**config.mk**
```make
export PLATFORM = sky130hd
export DESIGN_NAME = flag_sequencer
export DESIGN_NICKNAME = d
export VERILOG_FILES = /design/src/rtl/flag_sequencer.sv
export SDC_FILE = /design/constraint.sdc
export NUM_CORES = 1
export LEC_CHECK = 0
export ABC_AREA = 0
export CAP_MARGIN = 25
export CORE_MARGIN = 4
export CORE_UTILIZATION = 55
export DETAILED_ROUTE_END_ITERATION = 8
export MAX_ROUTING_LAYER = met4
export PLACE_DENSITY = 0.77
export SYNTH_ARGS = -nofsm -noshare
export SYNTH_HDL_FRONTEND = slang
export SYNTH_SLANG_ARGS = --single-unit
```
**constraint.sdc**
```tcl
create_clock -name clk -period 7.84 [get_ports clk]
set_input_delay 0.784 -clock clk [delete_from_list [all_inputs] [get_ports clk]]
set_output_delay 0.784 -clock clk [all_outputs]
set_load 0.02 [all_outputs]
```
**src/rtl/flag_sequencer.sv**
```systemverilog
// Slideshow controller for the flag index mux: debounced next/prev buttons and an
// auto-advance timer step the selector, only ever on a frame boundary.
module flag_sequencer #(
   parameter int FRAMES_PER_FLAG = 300,
   parameter int DEBOUNCE_FRAMES = 3,
   parameter int BLANK_FRAMES    = 2
) (
   input  logic       clk,
   input  logic       rst_n,
   input  logic       frame_tick,
   input  logic       btn_next,
   input  logic       btn_prev,
   input  logic       auto_en,
   input  logic [7:0] count,
   output logic [7:0] selector,
   output logic       blank,
   output logic       changed
);

   localparam int TW = (FRAMES_PER_FLAG > 1) ? $clog2(FRAMES_PER_FLAG) : 1;
   localparam int DW = $clog2(DEBOUNCE_FRAMES + 1);
   localparam int BW = (BLANK_FRAMES > 1) ? $clog2(BLANK_FRAMES) : 1;

   localparam logic [TW-1:0] TIMER_LAST = TW'(FRAMES_PER_FLAG - 1);
   localparam logic [DW-1:0] DB_LAST    = DW'(DEBOUNCE_FRAMES - 1);
   localparam logic [BW-1:0] BLANK_LAST = BW'((BLANK_FRAMES > 0) ? BLANK_FRAMES - 1 : 0);
   localparam bit            USE_BLANK  = (BLANK_FRAMES > 0);

   typedef enum logic {
      ST_SHOW  = 1'b0,
      ST_BLANK = 1'b1
   } state_t;

   state_t          state, state_nxt;
   logic [7:0]      sel_nxt;
   logic            blank_nxt;
   logic            changed_nxt;
   logic [TW-1:0]   timer, timer_nxt;
   logic [BW-1:0]   bcnt, bcnt_nxt;
   logic            pend_next, pend_prev;
   logic            pend_next_nxt, pend_prev_nxt;

   // Bit 0 is the next button, bit 1 the prev button throughout.
   logic [1:0]          btn_raw, sync_q1, sync_q2;
   logic [1:0]          db_stable;
   logic [1:0][DW-1:0]  db_cnt;
   logic [1:0]          db_accept, rise;

   assign btn_raw = {btn_prev, btn_next};

   always_ff @(posedge clk or negedge rst_n) begin
      if (!rst_n) begin
         sync_q1 <= '0;
         sync_q2 <= '0;
      end else begin
         sync_q1 <= btn_raw;
         sync_q2 <= sync_q1;
      end
   end

   always_comb begin
      db_accept = '0;
      rise      = '0;
      for (int i = 0; i < 2; i++) begin
         db_accept[i] = frame_tick && (sync_q2[i] != db_stable[i]) && (db_cnt[i] == DB_LAST);
         rise[i]      = db_accept[i] && sync_q2[i];
      end
   end

   // A sample equal to the stable level restarts the run of differing samples.
   always_ff @(posedge clk or negedge rst_n) begin
      if (!rst_n) begin
         db_stable <= '0;
         db_cnt    <= '0;
      end else if (frame_tick) begin
         for (int i = 0; i < 2; i++) begin
            if (sync_q2[i] == db_stable[i]) begin
               db_cnt[i] <= '0;
            end else if (db_accept[i]) begin
               db_stable[i] <= sync_q2[i];
               db_cnt[i]    <= '0;
            end else begin
               db_cnt[i] <= db_cnt[i] + DW'(1);
            end
         end
      end
   end

   logic [8:0] sel_inc;
   logic [7:0] next_sel, prev_sel, step_val;
   logic       eff_next, eff_prev, do_step;

   assign sel_inc  = {1'b0, selector} + 9'd1;
   assign next_sel = (sel_inc >= {1'b0, count}) ? 8'd0 : sel_inc[7:0];
   assign prev_sel = (selector == 8'd0) ? (count - 8'd1) : (selector - 8'd1);
   // A request accepted on this tick is acted on in the same tick.
   assign eff_next = pend_next | rise[0];
   assign eff_prev = pend_prev | rise[1];

   always_comb begin
      state_nxt     = state;
      sel_nxt       = selector;
      blank_nxt     = blank;
      changed_nxt   = 1'b0;
      timer_nxt     = timer;
      bcnt_nxt      = bcnt;
      pend_next_nxt = eff_next;
      pend_prev_nxt = eff_prev;
      do_step       = 1'b0;
      step_val      = selector;

      if (frame_tick) begin
         if (count == 8'd0) begin
            sel_nxt       = 8'd0;
            pend_next_nxt = 1'b0;
            pend_prev_nxt = 1'b0;
            timer_nxt     = '0;
            state_nxt     = ST_SHOW;
            blank_nxt     = 1'b0;
            bcnt_nxt      = '0;
         end else if (selector >= count) begin
            // Count shrank under us; pending requests wait for a valid selector.
            step_val = 8'd0;
            do_step  = 1'b1;
         end else begin
            case (state)
               ST_SHOW: begin
                  if (eff_next ^ eff_prev) begin
                     step_val      = eff_next ? next_sel : prev_sel;
                     do_step       = 1'b1;
                     pend_next_nxt = 1'b0;
                     pend_prev_nxt = 1'b0;
                  end else begin
                     if (eff_next && eff_prev) begin
                        pend_next_nxt = 1'b0;
                        pend_prev_nxt = 1'b0;
                     end
                     if (!auto_en) begin
                        timer_nxt = '0;
                     end else if (timer == TIMER_LAST) begin
                        step_val = next_sel;
                        do_step  = 1'b1;
                     end else begin
                        timer_nxt = timer + TW'(1);
                     end
                  end
               end
               ST_BLANK: begin
                  timer_nxt = '0;
                  if (bcnt == BLANK_LAST) begin
                     state_nxt = ST_SHOW;
                     blank_nxt = 1'b0;
                     bcnt_nxt  = '0;
                  end else begin
                     bcnt_nxt = bcnt + BW'(1);
                  end
               end
               default: state_nxt = ST_SHOW;
            endcase
         end

         if (do_step) begin
            sel_nxt     = step_val;
            changed_nxt = 1'b1;
            timer_nxt   = '0;
            if (USE_BLANK) begin
               state_nxt = ST_BLANK;
               blank_nxt = 1'b1;
               bcnt_nxt  = '0;
            end
         end
      end
   end

   always_ff @(posedge clk or negedge rst_n) begin
      if (!rst_n) begin
         state     <= ST_SHOW;
         selector  <= 8'd0;
         blank     <= 1'b0;
         changed   <= 1'b0;
         timer     <= '0;
         bcnt      <= '0;
         pend_next <= 1'b0;
         pend_prev <= 1'b0;
      end else begin
         state     <= state_nxt;
         selector  <= sel_nxt;
         blank     <= blank_nxt;
         changed   <= changed_nxt;
         timer     <= timer_nxt;
         bcnt      <= bcnt_nxt;
         pend_next <= pend_next_nxt;
         pend_prev <= pend_prev_nxt;
      end
   end

endmodule

```
**Yosys cells after proc, flatten, opt, wreduce, memory -nomap -nowiden**

Index checks and enable logic that the tools add are counted.

- Word-level logic and storage cells: 120
- Bits of input ports: 14
- Register bits after elaboration: 33

- $lt $le $gt $ge: 2
- Bitwise operators: 6
- Add/sub/neg operators: 7
- Mux-type cells: 58
- Reductions and logical operators: 21
- Eq/ne operators: 12

Operator list:

| cell | count |
|---|---|
| $mux W8 | 11 |
| $mux W9 | 6 |
| $mux W1 | 36 |
| $pmux W9 S2 | 1 |
| $logic_not A8 Y1 | 2 |
| $sub A8 B1 Y8 const B | 2 |
| $add A8 B1 Y9 const B | 1 |
| $add A9 B1 Y9 const B | 1 |
| $eq A9 B9 Y1 const B | 1 |
| $ge A9 B8 Y1 | 1 |
| $reduce_and A3 Y1 | 3 |
| $ge A8 B8 Y1 | 1 |
| $mux W2 | 4 |
| $reduce_and A4 Y1 | 2 |
| $reduce_bool A4 Y1 | 2 |
| $logic_and A1 B1 Y1 | 7 |
| $reduce_and A6 Y1 | 1 |
| $reduce_bool A3 Y1 | 2 |
| $ne A5 B5 Y1 const B | 1 |
| $add A2 B1 Y2 const B | 2 |
| $eq A2 B2 Y1 const B | 2 |
| $ne A4 B4 Y1 const B | 1 |
| $ne A3 B1 Y1 const B | 1 |
| $ne A3 B2 Y1 const B | 1 |
| 9 further kinds | 14 |

**Depth between registers and ports, before layout**

- Depth in word-level cells: 13
- Depth in mapped cells: 12
- Gate-level depth less buffers: 12

**Worst setup path after synthesis**

No wires, ideal clock.

- Kind: input-to-reg
- From: input port frame_tick
- To: register selector[2]
- Cell stages on the path: 10
- Path buffers: 2
- Slack: 4,965 ps
- Arrival: 2,749 ps
- Cells stage by stage: buf_2 > and3b_1 > a31oi_2 > ha_1 > nor2_1 > a31oi_2 > and2_1 > buf_8 > a21o_4 > a221o_1

- Word-level cells in the longest chain between the ends: 12
- Elaborated cells on any way between the ends: 25
- Classes of those cells: eq/ne (1); mux (11); bitwise (3); reduce/logical (10)

RTL lines:

| element | RTL line | RTL |
|---|---|---|
| start, declared | 10 | `input logic frame_tick,` |
| $logic_and A1 B1 Y1 (2 in series) | 65 | `db_accept[i] = frame_tick && (sync_q2[i] != db_stable[i]) && (db_cnt[i] == DB_LAST);` |
| $logic_and A1 B1 Y1 | 66 | `rise[i] = db_accept[i] && sync_q2[i];` |
| $or A1 B1 Y1 (on tied branches) | 97, 98 |  |
| $xor A1 B1 Y1 | 128 | `if (eff_next ^ eff_prev) begin` |
| $mux W1 | 128 |  |
| $mux W1 | 126 | `case (state)` |
| $mux W1 | 121 | `end else if (selector >= count) begin` |
| $mux W1 | 113 | `if (count == 8'd0) begin` |
| $mux W1 | 112 | `if (frame_tick) begin` |
| $ne A2 B2 Y1 (no source line) / $reduce_bool A2 Y1 (equally long branches) | -- |  |
| $reduce_and A6 Y1 (no source line) | -- |  |
| end signal, assigned | 187 | `selector <= sel_nxt;` |
| end, declared | 15 | `output logic [7:0] selector,` |

Parallel ways exist; a longest one is shown, timed or not. The select of a mux whose other input is x is not followed.
A chain may end at the register's enable or synchronous reset.

**Worst setup path in the final report**

- From: input port frame_tick
- To: register timer[8]

- Word-level cells in the longest chain between the ends: 12
- Elaborated cells on any way between the ends: 19
- Classes of those cells: eq/ne (3); mux (6); bitwise (3); reduce/logical (7)

RTL lines:

| element | RTL line | RTL |
|---|---|---|
| $logic_and A1 B1 Y1 (2 in series) | 65 |  |
| $logic_and A1 B1 Y1 | 66 |  |
| $or A1 B1 Y1 (on tied branches) | 97, 98 |  |
| $xor A1 B1 Y1 | 128 |  |
| $mux W1 | 128 |  |
| $mux W1 | 126 |  |
| $mux W1 | 121 |  |
| $mux W1 | 113 |  |
| $mux W1 | 112 |  |
| $ne A5 B5 Y1 (no source line), or another cell as far along | -- |  |
| $reduce_and A4 Y1 (no source line) | -- |  |
| end signal, assigned | 190 | `timer <= timer_nxt;` |
| end, declared | 38 | `logic [TW-1:0] timer, timer_nxt;` |

Parallel ways exist; a longest one is shown, timed or not. The select of a mux whose other input is x is not followed.

==> metrics.md <==
| Metric | Value |
|---|---|
| Root buf cell | `clkbuf_8` |
| Worst path max stage delay | `about 860 ps` |
| Min-delay worst type | `reg -> reg` |
| Via count | `between 2,000 and 2,500` |
| Multi-input gate area | `roughly 0.0016 mm^2` |
| Worst Tran Pin Value | `649.4 ps` |
| Number of synthesized flops with an enable pin | `0` |
| Port bufs | `23` |
| Antenna-violating nets left | `0` |
| Asr flop ratio synth | `100.0%` |
| Hold Path Depth | `0` |
| CTS sink count | `33` |
| Netlist cell types | `between 60 and 70` |
| Top cells by area, synth | `dfrtp_1, ha_1, xnor2_1` |
| Die width | `slightly below 80 um` |
| Sequential fraction of the synthesis area | `a little under a third` |
| Worst path slowest cell | `clkdlybuf4s50_1` |
| Buf/Inv on CP | `1` |
| DIE HEIGHT | `around 77 um` |
| Cell count after synthesis | `roughly 280` |
| CTS tree | `built` |
| Initial Util | `58.39%` |
| Reg-to-reg setup timing slack | `between 4000 and 5000 ps` |
| Area delta synth->final | `10.25%` |
| Post-synth top area share | `between 30% and 40%` |
| Postcts setup bufs | `0` |
| Cts bufs inserted | `5` |
| Maximum fanout along the worst path | `17` |
| Core area | `approximately 0.0045 mm^2` |
| Non-filler cells in the finished layout | `between 300 and 400` |
| Slew Limit Headroom | `between 50 and 60%` |
| I/O pin cnt | `24` |
| Post-layout min period | `roughly 3700 ps` |
| Post-Route Hold Slack | `~350 ps` |
| Detailed Route WL | `just under 6000 um` |
| # H-tree levels | `2` |
| Number of global-route vias before repair | `roughly 2,100` |
| Hold Path Sink | `sync_q2[0]$_DFF_PN0_` |
| Worst path top cell family by delay | `simple AND/OR/NAND/NOR gates` |
| Number of nets in the layout | `about 330` |
| Min-delay src | `sync_q1[0]$_DFF_PN0_` |
| Worst skew pair latency | `roughly 280 ps` |
| Worst Path Required | `between 8000 and 9000 ps` |
| Worst Path Arrival | `around 3800 ps` |
| Largest net degree at the start of global routing | `34` |
| Worst Setup Path Type | `in -> reg` |
| Iter 0 DRT Violations | `330` |
| CP startpoint kind | `primary input` |
| Max_cap viols | `0` |
| CTS Hold Buffers Added | `0` |
| Fin Setup TNS | `0 ps` |
| Clock buffer depth | `2` |
| Routability cong. | `between 0.9 and 1` |
| Routed len/inst | `17.05 um` |
| CP cell instances | `clkdlybuf4s50_1 > and3b_1 > a31oi_2 > ha_1 > nor2_1 > a31oi_2 > and2_1 > nand4_1 > o311ai_1` |
| Period Utilization, post-route | `a little under half` |
| All-Layer GR Usage | `a little over a fifth` |
| Vias per inst | `roughly 6.3` |
| Layout cell share with drive strength beyond 1 | `under 10%` |
| Cell Pwr Density | `between 300 and 400 mW/mm^2` |
| First-pass DRT Iterations | `5` |
| VDD IR max | `roughly 0.00027 V` |
| Dpl cells | `~340` |
| Reg-to-reg endpoint | `selector[2]$_DFFE_PN0P_` |
| Yosys synthesis warning count | `0` |
| Top_reg_cell synth | `dfrtp_1` |
| DIE AREA | `between 0.005 and 0.006 mm^2` |
| Avg Synthesized Cell Area | `approximately 9.4 um^2` |
| Most frequent cell after synthesis | `dfrtp_1` |
| Fill count | `a little under 400` |
| Status | `completed` |
| Cell mode on critical path | `a31oi_2` |
| Hold Fails Final Rpt | `0` |
| Fmax | `273.9 MHz` |
| Worst reg2reg startpoint | `selector[2]$_DFFE_PN0P_` |
| Setup violations, final | `0` |
| Ant diodes | `0` |
| Clock Pin Slew Worst Setup and Hold Paths | `around 70 ps` |
| Worst-case reg-to-reg path depth | `10` |
| Global-route wire length before repair | `10,120 um` |
| RSZ-0062 raised after global routing | `false` |
| Final setup skew | `between 4 and 5 ps` |
| Syn Std Cell Area | `around 0.0026 mm^2` |
| Fin area | `between 0.002 and 0.003 mm^2` |
| Syn Nets | `~310` |
| #FFs+latches synth | `33` |
| Hpwl dp | `4396 um` |
| Sequential cell area | `roughly 830 um^2` |
| Leakage power | `between 1 and 1.5 nW` |
| Critical Path Sink Type | `flip-flop` |
| Fin. max-slew vios | `0` |
| Global route total overflow | `0` |
| CTS resizes | `0` |
| Initial antenna violation count | `0` |
| DRC | `0` |
| Commonest cells post-synth | `dfrtp_1, nand2_1, ha_1` |
| DP Area | `about 0.0028 mm^2` |
| Dominant cell type by area after synthesis | `dfrtp_1` |
| Row count | `24` |
[power by group]
part / leakage [nW] / switching (W) / internal, W
Clock: 0.0450 / 0.0000607 / 0.0000615
Sequential: 0.428 / 0.0000763 / 0.000217
Combinational: 0.791 / 0.000337 / 0.000277
Total: 1.26 / 0.000474 / 0.000556
[sequential cells by signal, indices dropped and copies added, names as in the netlist]
name       flops
timer          9
sync_q1        2
bcnt           1
pend_prev      1
sync_q2        2
blank          1
state          1
changed        1
db_stable      2
selector       8
pend_next      1
db_cnt         4
[worst max path at each step]
stage                    start  cells past startpoint  slack, ps                      end
floorplan           frame_tick                     10       4970  selector[2]$_DFFE_PN0P_
global placement    frame_tick                      9       4080     timer[8]$_DFFE_PN0P_
detailed placement  frame_tick                      9       3930     timer[8]$_DFFE_PN0P_
CTS                 frame_tick                      9       4220     timer[8]$_DFFE_PN0P_
global route        frame_tick                      9       4010     timer[8]$_DFFE_PN0P_
finish              frame_tick                      9       4190     timer[8]$_DFFE_PN0P_
[through the flow]
stage                     total power (W)  setup slack [ps]  util [%]
after floorplan                 0.0007729              4965         -
after global placement          0.0008921              4077     62.53
after detailed placement        0.0009027              3933     62.53
after CTS                        0.001031              4220     64.37
after global routing             0.001114              4013     64.37
final                            0.001030              4189     64.37
[cell usage in the layout, fill, tap and decap left out, types with 4 or more instances in the layout]
| cell | instances |
|---|---|
| mux2i_1 | 4 |
| o21ai_0 | 7 |
| a21oi_1 | 8 |
| inv_1 | 20 |
| a31oi_1 | 5 |
| nand3_1 | 15 |
| xnor2_1 | 10 |
| and3_1 | 6 |
| nand2_1 | 23 |
| dfrtp_1 | 33 |
| nor3_1 | 5 |
| nand2b_1 | 9 |
| clkbuf_8 | 5 |
| clkdlybuf4s50_1 | 23 |
| o2bb2ai_1 | 6 |
| nand4_1 | 6 |
| ha_1 | 21 |
| a22o_1 | 9 |
| nor2_1 | 13 |
[cell type report]
type | count | area share (%)
clock buffer | 6 | 2.520
timing repair buffer | 24 | 8.254
sequential | 33 | 28.67
inverter | 22 | 2.867
tap | 52 | 2.259
multi-input combinational | 211 | 55.08
clock inverter | 2 | 0.3475
[cell families (layout without fill, tap and decap cells)]
family | Yosys count | in the layout | synth area share, %
simple gates | 100 | 100 | 21.98
compound gates | 72 | 72 | 22.37
buf+inv | 35 | 54 | 7.662
flops | 33 | 33 | 31.61
fa+ha+maj | 21 | 21 | 10.06
xor+xnor | 13 | 13 | 4.358
mux | 5 | 5 | 1.964
[per-layer routing]
metal / global-route usage, % / share of wire [%] / vias up
li1: - / - / 1065
met2: 29.79 / 45 / 75
met1: 32.22 / 49 / 1053
met3: 4.450 / 6.0 / 2
met4: 6.159 / 0.45 / 0
met5: - / 0 / -
No activity file was read; power rests on OpenSTA's default activity.
